==> src/rtl/regfile_defs.vh <==
// Shared encodings for the register-file controller: FSM states and write-port ids.
`ifndef REGFILE_DEFS_VH
`define REGFILE_DEFS_VH

`define RF_STATE_CLEAR 1'b0
`define RF_STATE_RUN   1'b1
`define RF_PORT_A      1'b0
`define RF_PORT_B      1'b1

`endif

==> src/rtl/regfile_ctrl_pkg.sv <==
// Common types for the register-file controller, built on the shared encoding header.
package regfile_ctrl_pkg;

`include "regfile_defs.vh"

    typedef enum logic {
        ST_CLEAR = `RF_STATE_CLEAR,
        ST_RUN   = `RF_STATE_RUN
    } state_e;

    localparam logic PORT_A = `RF_PORT_A;
    localparam logic PORT_B = `RF_PORT_B;

endpackage

==> src/rtl/rr_arb2.sv <==
// Two-requester round-robin arbiter; on contention the port not granted last wins.
module rr_arb2
    import regfile_ctrl_pkg::*;
(
    input  logic [1:0] req,
    input  logic       last,
    output logic [1:0] gnt
);

    always_comb begin
        gnt = 2'b00;
        if (req[0] && (!req[1] || last == PORT_B)) begin
            gnt[0] = 1'b1;
        end else if (req[1]) begin
            gnt[1] = 1'b1;
        end
    end

endmodule

==> src/rtl/regfile_ctrl.sv <==
// Register-file front end: zeroing sweep, arbitrated core/debug writes and a
// bypassed debug read port in front of an external storage array.
module regfile_ctrl
    import regfile_ctrl_pkg::*;
#(
    parameter int WIDTH      = 32,
    parameter int ADDR_WIDTH = 5
) (
    input  logic                  clk,
    input  logic                  reset,
    input  logic                  clr_req,
    input  logic                  a_wreq,
    input  logic [ADDR_WIDTH-1:0] a_waddr,
    input  logic [WIDTH-1:0]      a_wdata,
    output logic                  a_wgnt,
    input  logic                  b_wreq,
    input  logic [ADDR_WIDTH-1:0] b_waddr,
    input  logic [WIDTH-1:0]      b_wdata,
    output logic                  b_wgnt,
    input  logic                  b_rreq,
    input  logic [ADDR_WIDTH-1:0] b_raddr,
    output logic                  b_rvalid,
    output logic [WIDTH-1:0]      b_rdata,
    output logic                  rf_we,
    output logic [ADDR_WIDTH-1:0] rf_waddr,
    output logic [WIDTH-1:0]      rf_wdata,
    output logic [ADDR_WIDTH-1:0] rf_raddr,
    input  logic [WIDTH-1:0]      rf_rdata,
    output logic                  busy
);

    localparam int                  N        = 1 << ADDR_WIDTH;
    localparam logic [ADDR_WIDTH:0] CNT_LAST = (ADDR_WIDTH + 1)'(N - 1);

    state_e                state_q, state_d;
    logic [ADDR_WIDTH:0]   cnt_q, cnt_d;
    logic                  last_q, last_d;
    logic                  rf_we_q, rf_we_d;
    logic [ADDR_WIDTH-1:0] rf_waddr_q, rf_waddr_d;
    logic [WIDTH-1:0]      rf_wdata_q, rf_wdata_d;
    logic                  b_rvalid_q, b_rvalid_d;
    logic [WIDTH-1:0]      b_rdata_q, b_rdata_d;

    logic [1:0]            arb_gnt;
    logic                  run;
    logic                  grant_ok;
    logic [WIDTH-1:0]      rd_value;

    rr_arb2 u_arb (
        .req  ({b_wreq, a_wreq}),
        .last (last_q),
        .gnt  (arb_gnt)
    );

    assign run      = (state_q == ST_RUN);
    assign grant_ok = run && !clr_req;
    assign a_wgnt   = grant_ok && arb_gnt[0];
    assign b_wgnt   = grant_ok && arb_gnt[1];
    assign busy     = !run;
    assign rf_raddr = b_raddr;

    assign rf_we    = rf_we_q;
    assign rf_waddr = rf_waddr_q;
    assign rf_wdata = rf_wdata_q;
    assign b_rvalid = b_rvalid_q;
    assign b_rdata  = b_rdata_q;

    // Register 0 reads as zero; a write still on its way to storage wins over the array.
    always_comb begin
        rd_value = rf_rdata;
        if (b_raddr == '0) begin
            rd_value = '0;
        end else if (rf_we_q && rf_waddr_q == b_raddr) begin
            rd_value = rf_wdata_q;
        end
    end

    always_comb begin
        state_d    = state_q;
        cnt_d      = cnt_q;
        last_d     = last_q;
        rf_we_d    = 1'b0;
        rf_waddr_d = rf_waddr_q;
        rf_wdata_d = rf_wdata_q;
        b_rvalid_d = 1'b0;
        b_rdata_d  = b_rdata_q;

        case (state_q)
            ST_CLEAR: begin
                rf_we_d    = 1'b1;
                rf_waddr_d = cnt_q[ADDR_WIDTH-1:0];
                rf_wdata_d = '0;
                cnt_d      = cnt_q + 1'b1;
                if (cnt_q == CNT_LAST) begin
                    state_d = ST_RUN;
                end
            end
            default: begin
                if (a_wgnt) begin
                    rf_we_d    = (a_waddr != '0);
                    rf_waddr_d = a_waddr;
                    rf_wdata_d = a_wdata;
                    last_d     = PORT_A;
                end else if (b_wgnt) begin
                    rf_we_d    = (b_waddr != '0);
                    rf_waddr_d = b_waddr;
                    rf_wdata_d = b_wdata;
                    last_d     = PORT_B;
                end
                if (clr_req) begin
                    state_d = ST_CLEAR;
                    cnt_d   = '0;
                end
                if (b_rreq) begin
                    b_rvalid_d = 1'b1;
                    b_rdata_d  = rd_value;
                end
            end
        endcase
    end

    // Reset parks the pointer on B so that A wins the first contended cycle.
    always_ff @(posedge clk or negedge reset) begin
        if (!reset) begin
            state_q    <= ST_CLEAR;
            cnt_q      <= '0;
            last_q     <= PORT_B;
            rf_we_q    <= 1'b0;
            rf_waddr_q <= '0;
            rf_wdata_q <= '0;
            b_rvalid_q <= 1'b0;
            b_rdata_q  <= '0;
        end else begin
            state_q    <= state_d;
            cnt_q      <= cnt_d;
            last_q     <= last_d;
            rf_we_q    <= rf_we_d;
            rf_waddr_q <= rf_waddr_d;
            rf_wdata_q <= rf_wdata_d;
            b_rvalid_q <= b_rvalid_d;
            b_rdata_q  <= b_rdata_d;
        end
    end

endmodule

==> config.mk <==
export PLATFORM = sky130hd
export DESIGN_NAME = regfile_ctrl
export DESIGN_NICKNAME = d
export VERILOG_FILES = /design/src/rtl/regfile_ctrl_pkg.sv /design/src/rtl/rr_arb2.sv /design/src/rtl/regfile_ctrl.sv
export VERILOG_INCLUDE_DIRS = /design/src /design/src/rtl
export SDC_FILE = /design/constraint.sdc
export NUM_CORES = 1
export LEC_CHECK = 0
export CAP_MARGIN = 10
export CORE_MARGIN = 2
export CORE_UTILIZATION = 30
export DETAILED_ROUTE_END_ITERATION = 10
export GPL_ROUTABILITY_DRIVEN = 0
export GPL_TIMING_DRIVEN = 0
export HOLD_SLACK_MARGIN = 0.12
export PLACE_DENSITY = 0.6
export SYNTH_ARGS = -nofsm -noshare
export SYNTH_HDL_FRONTEND = slang
export SYNTH_SLANG_ARGS = --single-unit
==> constraint.sdc <==
create_clock -name clk -period 1.8 [get_ports clk]
set_clock_uncertainty 0.1 [all_clocks]
set_input_delay 0.36 -clock clk [delete_from_list [all_inputs] [get_ports clk]]
set_output_delay 0.36 -clock clk [all_outputs]
set_load 0.01 [all_outputs]
# After elaboration in Yosys (flattened, before gate mapping)
# Index checks and enable logic that the tools add are counted.
# word_totals
ff_bits,79
input_bits,117
out_inout_bits,79
word_cells,51
# op_classes
add_sub_neg,1
eq_ne,4
n_mux,23
reduce_logical,15
# ops
op,n
32-bit two-way mux,5
5-bit two-way mux,3
1-bit two-way mux,13
6-bit two-way mux,2
5-bit nonzero test,2
6-bit by 1-bit adder with 6-bit output (second input constant),1
6-bit by 5-bit equality test with 1-bit output (second input constant),1
5-bit equality test,1
1-bit logical AND,5
5-bit logical NOT,1
2-bit AND reduction,2
1-bit logical NOT,3
3-bit inequality test (second input constant),1
2-bit inequality test (second input constant),1
2-bit nonzero test,1
1-bit logical OR,1

# Logic depth before layout (Yosys ltp)
# Gate-level depths: netlist of run 1.
# depth
ltp_word,8
depth_mapped,7
depth_no_buf,5

# Hierarchy
# A second synthesis of run 1 with hierarchy kept.
# unflattened
hier_cells,417
area_unflattened_um2,4152.7
# by_module_without_submodules
module,instances,cells_each,area_per_inst_um2,seq_area_each_um2
regfile_ctrl,1,414,4134.0,1978.1
rr_arb2,1,3,18.8,0.0

# Worst setup path before layout of run 1
# Ideal clock, no wire load.
# synth_timing
path_type,register to register
from,"register rf_waddr_q[2], in the netlist rf_waddr[2]"
to,"register b_rdata_q[0], in the netlist b_rdata[0]"
setup_ns,0.127
arrival_time_ns,1.459
required_ns,1.573
slack_ns,0.113
path_stages_with_launch,7
path_buffers,2
synth_period_minus_slack_ns,1.687
cell_sequence,dfrtp_1 > xor2_1 > nor4_4 > and2_1 > buf_6 > buf_12 > o211ai_2
# synth_via
elab_chain_len,4
# synth_lines
element,line_no,text
start: declaration,regfile_ctrl.sv:39,"logic [ADDR_WIDTH-1:0] rf_waddr_q, rf_waddr_d;"
start signal: assignment,regfile_ctrl.sv:138,rf_waddr_q <= rf_waddr_d;
5-bit equality test,regfile_ctrl.sv:73,end else if (rf_we_q && rf_waddr_q == b_raddr) begin
1-bit logical AND,regfile_ctrl.sv:73,
32-bit two-way mux,regfile_ctrl.sv:73,
32-bit two-way mux,regfile_ctrl.sv:71,if (b_raddr == '0) begin
end signal: assignment,regfile_ctrl.sv:141,b_rdata_q <= b_rdata_d;
end: declaration,regfile_ctrl.sv:42,"logic [WIDTH-1:0] b_rdata_q, b_rdata_d;"
# Every way passes these cells.
# A chain may end at the register's enable or synchronous reset.

# Final worst setup path of run 1
# layout_timing
from,"register state_q, in the netlist run"
to,output b_wgnt
# layout_via
elab_chain_len,2
# layout_lines
element,line_no,text
start: declaration,regfile_ctrl.sv:35,"state_e state_q, state_d;"
start signal: assignment,regfile_ctrl.sv:134,state_q <= state_d;
1-bit logical AND,regfile_ctrl.sv:56,assign grant_ok = run && !clr_req;
1-bit logical AND,regfile_ctrl.sv:58,assign b_wgnt = grant_ok && arb_gnt[1];
end: declaration,regfile_ctrl.sv:19,"output logic b_wgnt,"
# Every way passes these cells.

==> results.toml, run 1 <==
[logic_synthesis]
yosys_warnings = 0
synth_area_leader_cell = "dfrtp_1"
seq_area_frac_synth = 0.479
syn_area_mm2 = 0.00413
synth_cell_types = 40
async_flop_share = 1.00
synth_cells = 454
synth_commonest_cells = "nand2_1, dfrtp_1, nand3_1, nor2_1, nand4_1"
yosysMostFrequentCell = "nand2_1"
avgSynthCellArea_um2 = 9.10
synth_top_cells_by_area = "dfrtp_1, nand2_1, o211ai_2"
synth_edf_count = 0
synth-seq-cells = 79
syn_nets = 572
ys.flop_type = "dfrtp_1"
synth_top_area_frac = 0.473

[layout]
drive_above_1_share = 0.190
areaGrowthSynthToFinish_pct = 72.1
num-nets-final = 806
final_cells = 869
design_area_mm2 = 0.00711
antenna_cells = 0

[critical_path]
worstPathMaxFanout = 3
worstSetupEndpointType = "output port"
cp.required_ns = 1.34
arrival_ns = 1.39
cp-start-kind = "register"
worstSetupPathType = "register to output port"
rrSetupSlack_ns = -0.04

[timing]
slew_viol_final = 0
tightestPinTransition_ns = 0.517
hold-worst-slack_ns = 0.386
period_share = 1.03
fmaxAchievable_mhz = 541
finalHoldViolCount = 0
setup_violations = 12
fin_ws_ns = -0.0488
slew_headroom = 0.655
finalCriticalPeriod_ns = 1.85
grt_setup_unrepaired = "yes"

[drt]
wl_um = 15600
vias_per_cell = 5.13
dr_total_vias = 4456
wl_per_cell_um = 17.9
drc = 0
drt_iter0_markers = 264
antenna_left = 0
drt_pass1_iterations = 5

[place]
place_hpwl_um = 11200
place_ws_ns = -0.819
io_buffers = 195
dp.cells = 826
postPlaceCellArea_mm2 = 0.00633

[floorplanning]
num_rows = 42
die_w_um = 121
initial_core_util = 0.309
core_area_mm2 = 0.0133
die_h_um = 121
die_area_mm2 = 0.0147
io_pins = 196

[clock_network]
clk_pin_slew_ns = 0.06
cts_tree = "yes"
cts.sinks = 79
cts_inserted_buffers = 9
cts_max_level = 3
clock_latency_ns = 0.35
clockBufferDepth = 2
root_buffer = "clkbuf_16"

[power_and_ir_drop]
power_uw = 7970
peakVddDrop_v = 0.000440
p_leak_uw = 0.00315
power_density_mw_per_mm2 = 1120

[run_status]
status = "finished, violations left"
failed_checks = "negative setup slack"

[grt]
grt-ovfl-total = 0
antenna_found_initial = 0
grt_pass1_wl_um = 24400
grt_pass1_vias = 4633
track_usage = 0.216
grt_start_max_net_pins = 51

[hold_path]
min_path_type = "register to register"

[flow_run]
maxCapViolCount = 0
[kinds of logic (layout without fill, tap and decap cells)]
kind of cell               after synthesis  after routing  share of synthesized area
AOI/OAI and AO/OA                       84             84                      0.177
xor gates and xnor gates                 7              7                     0.0148
adders and majority gates                1              1                    0.00303
buffers and inverters                   50            289                     0.0676
DFF                                     79             79                      0.479
muxes                                    1              1                    0.00242
and+or+nand+nor                        232            232                      0.256
[registers in the layout (all words and copies together) (netlist names)]
name and flops:
b_rdata 32, rf_wdata 32, cnt_q 6, rf_waddr 5, b_rvalid 1, last_q 1
rf_we 1, run 1
[power by group]
part           total (µW)  leakage [µW]  switching [µW]  internal (µW)
Sequential           2710       0.00103             389           2320
Clock                1880      0.000149             764           1110
Combinational        3390       0.00197            1540           1850
Total                7970       0.00315            2690           5280
[metrics by stage]
step | utilization | setup TNS (ns)
after floorplan | - | 0
after global placement | 0.472 | -251.52
after detailed placement | 0.474 | -47.11
after CTS | 0.526 | -1.75
after global routing | 0.533 | -1.73
final | 0.533 | -0.459
[worst max-delay path, cell delays in order (launching register included)]
cell and delay [ns]:
dfrtp_1 0.39, buf_6 0.13, nand3b_1 0.11, buf_6 0.15, a21oi_4 0.11, buf_2 0.14
[cells in the final DEF (no fill, tap or decap), types with 3 or more instances in the layout]
| cell | Yosys | layout |
|---|---|---|
| buf_4 | 5 | 25 |
| clkdlybuf4s50_1 | 0 | 170 |
| dlymetal6s2s_1 | 0 | 11 |
| a32o_1 | 3 | 3 |
| buf_6 | 1 | 6 |
| nand3_1 | 40 | 39 |
| nand2_1 | 107 | 106 |
| o21ai_0 | 6 | 6 |
| clkbuf_2 | 0 | 14 |
| dfrtp_1 | 78 | 78 |
| buf_12 | 3 | 10 |
| dlygate4sd2_1 | 0 | 7 |
| nor2_1 | 38 | 38 |
| buf_2 | 13 | 6 |
| a31oi_1 | 32 | 32 |
| o211ai_2 | 30 | 30 |
| clkinv_2 | 0 | 3 |
| clkbuf_1 | 20 | 6 |
| clkbuf_4 | 0 | 7 |
| clkbuf_16 | 0 | 9 |
| xor2_2 | 0 | 4 |
| nand4_1 | 36 | 36 |
[metal layers]
metal	vias to the layer above	routed length (µm)	track usage
met5	-	0	0
met4	0	244	0.0632
met3	22	1340	0.0771
met2	185	7350	0.350
met1	2161	6660	0.272
li1	2088	-	-
[worst paths after layout]
| path | end | startpoint | cells past startpoint |
|---|---|---|---|
| setup / recovery | b_wgnt | run$_DFF_PN0_ | 5 |
| hold / removal | b_rdata[12]$_DFFE_PN0P_ | b_rdata[12]$_DFFE_PN0P_ | 2 |
| setup reg to reg | b_rdata[1]$_DFFE_PN0P_ | rf_waddr[3]$_DFFE_PN0P_ | 8 |
| hold reg to reg | b_rdata[12]$_DFFE_PN0P_ | b_rdata[12]$_DFFE_PN0P_ | 2 |
| max in group asynchronous | b_rdata[23]$_DFFE_PN0P_ | reset | 3 |
| min in group asynchronous | b_rdata[9]$_DFFE_PN0P_ | reset | 2 |
[cell type report]
cell class / instances / area [µm²]
buffer: 43 / 303
clock buffer: 11 / 243
fill: 1281 / 6240
clock inverter: 5 / 57.6
timing repair buffer: 226 / 2340
multi-input combinational: 325 / 1950
inverter: 4 / 16.3
tap: 176 / 220
sequential: 79 / 1980
[what timing repair did]
item,4_1_cts,5_1_grt
endpoints found under the setup margin,79,70
gates cloned,3,1
buffers inserted,19,8
hold buffers,1,0
hold endpoints to repair,28,0
pin swaps,20,10
resized for setup,56,41
No activity file was read; power rests on OpenSTA's default activity.
==> inputs of run 2 (changes only) <==
--- a/config.mk
+++ b/config.mk
@@ -7,13 +7,15 @@
 export NUM_CORES = 1
 export LEC_CHECK = 0
 export CAP_MARGIN = 10
+export CORE_ASPECT_RATIO = 0.7
 export CORE_MARGIN = 2
-export CORE_UTILIZATION = 30
+export CORE_UTILIZATION = 35
 export DETAILED_ROUTE_END_ITERATION = 10
 export GPL_ROUTABILITY_DRIVEN = 0
 export GPL_TIMING_DRIVEN = 0
 export HOLD_SLACK_MARGIN = 0.12
-export PLACE_DENSITY = 0.6
+export PLACE_DENSITY = 0.68
+export RECOVER_POWER = 100
 export SYNTH_ARGS = -nofsm -noshare
 export SYNTH_HDL_FRONTEND = slang
 export SYNTH_SLANG_ARGS = --single-unit
==> run 2 against run 1 <==
Net effect: the flow still finishes with violations (negative setup slack); sequential power hardly changed; hold slack got worse by 0.087 ns; final cell count shrank 2.8%; global-route usage increased by 3.5 points; via count is 1.4% higher; first-iteration DRC count fell by 15%; combinational power is 2% lower; non-clock buffer count is 3 lower; critical path depth up 3; critical endpoint is now b_rdata[3]$_DFFE_PN0P_.
==> results.toml, run 2 (synthesized netlist as in run 1, its figures left out) <==
[timing]
slew_headroom = 0.319
fmaxAchievable_mhz = 540
grt_setup_unrepaired = "yes"
finalHoldViolCount = 0
slew_viol_final = 0
period_share = 1.03
fin_ws_ns = -0.0513
setup_violations = 12
finalCriticalPeriod_ns = 1.85
tightestPinTransition_ns = 1.02

[layout]
layout_commonest_cell = "clkdlybuf4s50_1"
design_area_mm2 = 0.00688
final_cells = 845
areaGrowthSynthToFinish_pct = 66.6
antenna_cells = 0
final_cell_mix = "clkdlybuf4s50_1, nand2_1, dfrtp_1, nand3_1, nor2_1"
drive_above_1_share = 0.173
num-nets-final = 803
final_util = 0.593

[grt]
top_usage_layer = "met2"
track_usage = 0.251
grt_pass1_vias = 4621
grt_pass1_wl_um = 24600
antenna_found_initial = 0
grt-ovfl-total = 0
use_met2 = 0.411
grtUsageMet3 = 0.0676
grt_util_met1 = 0.334
grt_start_max_net_pins = 65

[critical_path]
worstReg2RegStart = "rf_waddr[2]$_DFFE_PN0P_"
cp.required_ns = 1.91
worstPathMaxFanout = 5
arrival_ns = 1.96
cp-start-kind = "register"
r2r.worst_path.cells = 8
worstSetupPathType = "register to register"
worstSetupEndpointType = "register"
rrSetupSlack_ns = -0.05
worstReg2RegEnd = "b_rdata[3]$_DFFE_PN0P_"
startpoint = "rf_waddr[2]$_DFFE_PN0P_"

[floorplanning]
die_h_um = 94.9
die_w_um = 134
io_pins = 196
die_area_mm2 = 0.0127
core_area_mm2 = 0.0116
initial_core_util = 0.356
num_rows = 33

[hold_path]
min_path_cells = 2
min_path_type = "input port to register"
min_from = "clr_req"
hold_end = "cnt_q[1]$_DFFE_PN0N_"

[run_status]
status = "finished, violations left"
failed_checks = "negative setup slack"

[place]
dp.cells = 807
io_buffers = 195
postPlaceCellArea_mm2 = 0.00630
place_hpwl_um = 11400

[clock_network]
cts_inserted_buffers = 9
cts.sinks = 79
clk_pin_slew_ns = 0.06
root_buffer = "clkbuf_16"
cts_max_level = 3
clockBufferDepth = 2
cts_tree = "yes"
clock_latency_ns = 0.33

[drt]
wl_per_cell_um = 18.8
vias_per_cell = 5.35
dr_total_vias = 4518
wl_um = 15900
antenna_left = 0
drt_pass1_iterations = 5
drc = 0
drt_iter0_markers = 225

[power_and_ir_drop]
peakVddDrop_v = 0.000477
p_leak_uw = 0.00289
power_density_mw_per_mm2 = 1110
power_uw = 7650

[flow_run]
maxCapViolCount = 0
[run 2: worst max-delay path: stages, from the launching register on]
cell      delay [ns]
dfrtp_2         0.42
xor2_2          0.16
nor4_4          0.32
buf_6           0.16
and2_4          0.16
buf_12          0.11
buf_12          0.10
buf_12          0.11
o211ai_2        0.09
[run 2: where the power goes]
part           total (µW)  switching, µW  internal [µW]
registers            2740            418           2320
clock network        1590            678            915
logic                3320           1570           1750
[run 2: what timing repair did]
| action | 4_1_cts | 5_1_grt |
|---|---|---|
| setup endpoints to repair | 77 | 59 |
| gates resized for setup | 61 | 18 |
| hold endpoints to repair | 15 | 0 |
| pin swaps | 15 | 9 |
| hold buffers | 1 | 0 |
| cloned | 3 | 0 |
| setup buffers | 17 | 11 |
[run 2: per-layer routing]
metal,vias up,part of all wire
met1,2206,0.45
met2,210,0.46
met5,-,0
li1,2079,-
met4,0,0.013
met3,23,0.077
[run 2: through the flow]
step                      hold WS [ns]  setup TNS (ns)  worst slack [ns]
final                            0.299          -0.449           -0.0513
after global routing             0.305           -5.23            -0.106
after CTS                        0.336           -1.86            -0.105
after detailed placement         0.141          -46.18            -0.844
after global placement           0.370         -246.06             -2.57
after floorplan                -0.0356               0             0.113
[run 2: worst max path at each step]
| stage | endpoint | cells after the start |
|---|---|---|
| after floorplan | b_rdata[0]$_DFFE_PN0P_ | 6 |
| after global placement | rf_waddr[1]$_DFFE_PN0P_ | 1 |
| after detailed placement | b_wgnt | 5 |
| after CTS | b_wgnt | 5 |
| after global routing | b_rdata[5]$_DFFE_PN0P_ | 8 |
| final | b_rdata[3]$_DFFE_PN0P_ | 8 |
[run 2: final cells by class]
type	count	area [µm²]
plain buffers	43	297
clock buffers	12	236
clock inverters	2	10.0
fillers	1040	4720
inverters	4	18.8
multi-input cells	325	1940
flip-flops and latches	79	1980
well taps	157	196
repair buffers	223	2210
==> inputs of run 3 (changes only) <==
--- a/config.mk
+++ b/config.mk
@@ -8,7 +8,7 @@
 export LEC_CHECK = 0
 export CAP_MARGIN = 10
 export CORE_ASPECT_RATIO = 0.7
-export CORE_MARGIN = 2
+export CORE_MARGIN = 1
 export CORE_UTILIZATION = 35
 export DETAILED_ROUTE_END_ITERATION = 10
 export GPL_ROUTABILITY_DRIVEN = 0
==> run 3 against run 2 <==
Net effect: the run still ends with negative setup slack left; global-route usage increased by 0.38 points; power increased by 6.6%; count of clock-buffer cells in the layout unchanged; first-iteration DRC count increased by 18%; die area decreased by 3.6%; largest power group unchanged; maximum frequency increased by 0.51%; sequential cell count unchanged; register-to-register slack about the same; non-clock buffer count increased by 11.
==> results.toml, run 3 (synthesized netlist as in run 1, its figures left out) <==
[layout]
antenna_cells = 0
num-nets-final = 814
layout_commonest_cell = "clkdlybuf4s50_1"
design_area_mm2 = 0.00710
final_util = 0.631
areaGrowthSynthToFinish_pct = 71.9
drive_above_1_share = 0.193
final_cell_mix = "clkdlybuf4s50_1, nand2_1, dfrtp_1, nand3_1, nor2_1"

[clock_network]
root_buffer = "clkbuf_16"
clock_latency_ns = 0.34
cts_tree = "yes"
cts_inserted_buffers = 9
cts.sinks = 79
clk_pin_slew_ns = 0.06
clockBufferDepth = 2
cts_max_level = 3

[timing]
slew_headroom = 0.343
slew_viol_final = 0
period_share = 1.02
hold-worst-slack_ns = 0.387
fmaxAchievable_mhz = 543
finalHoldViolCount = 0
finalCriticalPeriod_ns = 1.84
fin_ws_ns = -0.0419
grt_setup_unrepaired = "yes"
tightestPinTransition_ns = 0.985
setup_violations = 18

[critical_path]
rrSetupSlack_ns = -0.04
worstSetupEndpointType = "output port"
worstSetupPathType = "register to output port"
cp.required_ns = 1.34
cp-start-kind = "register"
worstReg2RegEnd = "b_rdata[26]$_DFFE_PN0P_"
worstPathMaxFanout = 5
worstReg2RegStart = "rf_waddr[2]$_DFFE_PN0P_"
slowest_stage = "dfrtp_1"
r2r.worst_path.cells = 8
cp_common_cell = "buf_6"
cpPeakStageDelay_ns = 0.37
crit_chain = "buf_6 > nand3b_1 > buf_6 > a21oi_4 > buf_6"
arrival_ns = 1.38

[grt]
grt_pass1_vias = 4493
grt_pass1_wl_um = 24000
track_usage = 0.255
antenna_found_initial = 0
grt_start_max_net_pins = 44
grt-ovfl-total = 0

[hold_path]
min_path_cells = 2
min_path_type = "register to register"
hold_end = "b_rdata[22]$_DFFE_PN0P_"
min_from = "b_rdata[22]$_DFFE_PN0P_"

[power_and_ir_drop]
comb_power_share = 0.415
p_leak_uw = 0.00300
p_seq_frac = 0.338
power_uw = 8160
p_sw_uw = 2690
internal_power_uw = 5470
power_density_mw_per_mm2 = 1150
power.share.clock = 0.247
swShare = 0.330
peakVddDrop_v = 0.000583

[drt]
met2_length_um = 6910
dr_total_vias = 4524
drt_pass1_iterations = 5
wl_um = 15200
top_layer = "met4"
antenna_left = 0
drc = 0
vias_per_cell = 5.30
drt_iter0_markers = 266
wl_met3_um = 1250
wirelength_met1_um = 6920
wl_per_cell_um = 17.8

[run_status]
failed_checks = "negative setup slack"
status = "finished, violations left"

[floorplanning]
initial_core_util = 0.367
die_area_mm2 = 0.0122
num_rows = 32
die_h_um = 92.9
core_area_mm2 = 0.0113
die_w_um = 132
io_pins = 196

[place]
place_ws_ns = -0.862
postPlaceCellArea_mm2 = 0.00629
io_buffers = 195
place_hpwl_um = 11200

[flow_run]
maxCapViolCount = 0
-- run 3: cell count changes in the layout (fill, tap and decap cells not counted), moves of 3 or more --
cell	change
clkdlybuf4s50_1	+4
buf_6	+5
clkbuf_1	-5
clkbuf_2	-7
dlygate4sd2_1	+4
dlygate4sd3_1	-5
buf_4	+16
clkdlybuf4s15_1	-3
clkinv_2	-3
-- run 3: routing by layer --
layer  GRT usage  vias up
met5           0        -
li1            -     2107
met4      0.0688        0
met3      0.0608       11
met2       0.405      254
met1       0.348     2152
-- run 3: final cells by class --
| class | count | area [µm²] |
|---|---|---|
| Timing Repair Buffer | 232 | 2330 |
| Inverter | 4 | 17.5 |
| Sequential cell | 79 | 1980 |
| Fill cell | 924 | 4150 |
| Clock buffer | 12 | 256 |
| Clock inverter | 4 | 76.3 |
| Multi-Input combinational cell | 325 | 1950 |
| Tap cell | 153 | 191 |
| Buffer | 45 | 307 |
-- run 3: repair_timing --
| action | 4_1_cts | 5_1_grt |
|---|---|---|
| endpoints found under the setup margin | 79 | 68 |
| pin swaps | 26 | 2 |
| hold endpoints to repair | 36 | 0 |
| cloned | 3 | 0 |
| hold buffers | 1 | 0 |
| buffers inserted | 22 | 11 |
| gates resized for setup | 56 | 27 |
-- run 3: critical path: cells and delay by family, from the launching register on --
kind,cells,cell delay [ns]
buf+inv,3,0.42
simple gates,1,0.12
flops,1,0.37
compound gates,1,0.13
-- run 3: through the flow --
| step | setup TNS (ns) | cells |
|---|---|---|
| floorplan | 0 | 454 |
| global placement | -243.82 | 802 |
| detailed placement | -44.15 | 803 |
| CTS | -2.64 | 844 |
| global route | -2.27 | 854 |
| finish | -0.532 | 854 |
-- run 3: worst max-delay path by stage --
stage	start	to	cells after the start
2_1_floorplan	rf_waddr[2]$_DFFE_PN0P_	b_rdata[0]$_DFFE_PN0P_	6
4_1_cts	rf_waddr[0]$_DFFE_PN0P_	b_rdata[21]$_DFFE_PN0P_	9
3_5_place_dp	clr_req	b_wgnt	5
5_1_grt	rf_waddr[2]$_DFFE_PN0P_	b_rdata[25]$_DFFE_PN0P_	8
6_report	run$_DFF_PN0_	b_wgnt	5
3_3_place_gp	reset	b_rdata[27]$_DFFE_PN0P_	1
-- run 3: power groups by stage --
stage          Combinational (µW)  Sequential, µW  Clock, µW
2_1_floorplan                1230            2870          0
3_3_place_gp                 2950            2740          0
3_5_place_dp                 3010            2770          0
4_1_cts                      3340            2760       2050
5_1_grt                      3650            2810       2130
6_report                     3390            2750       2020
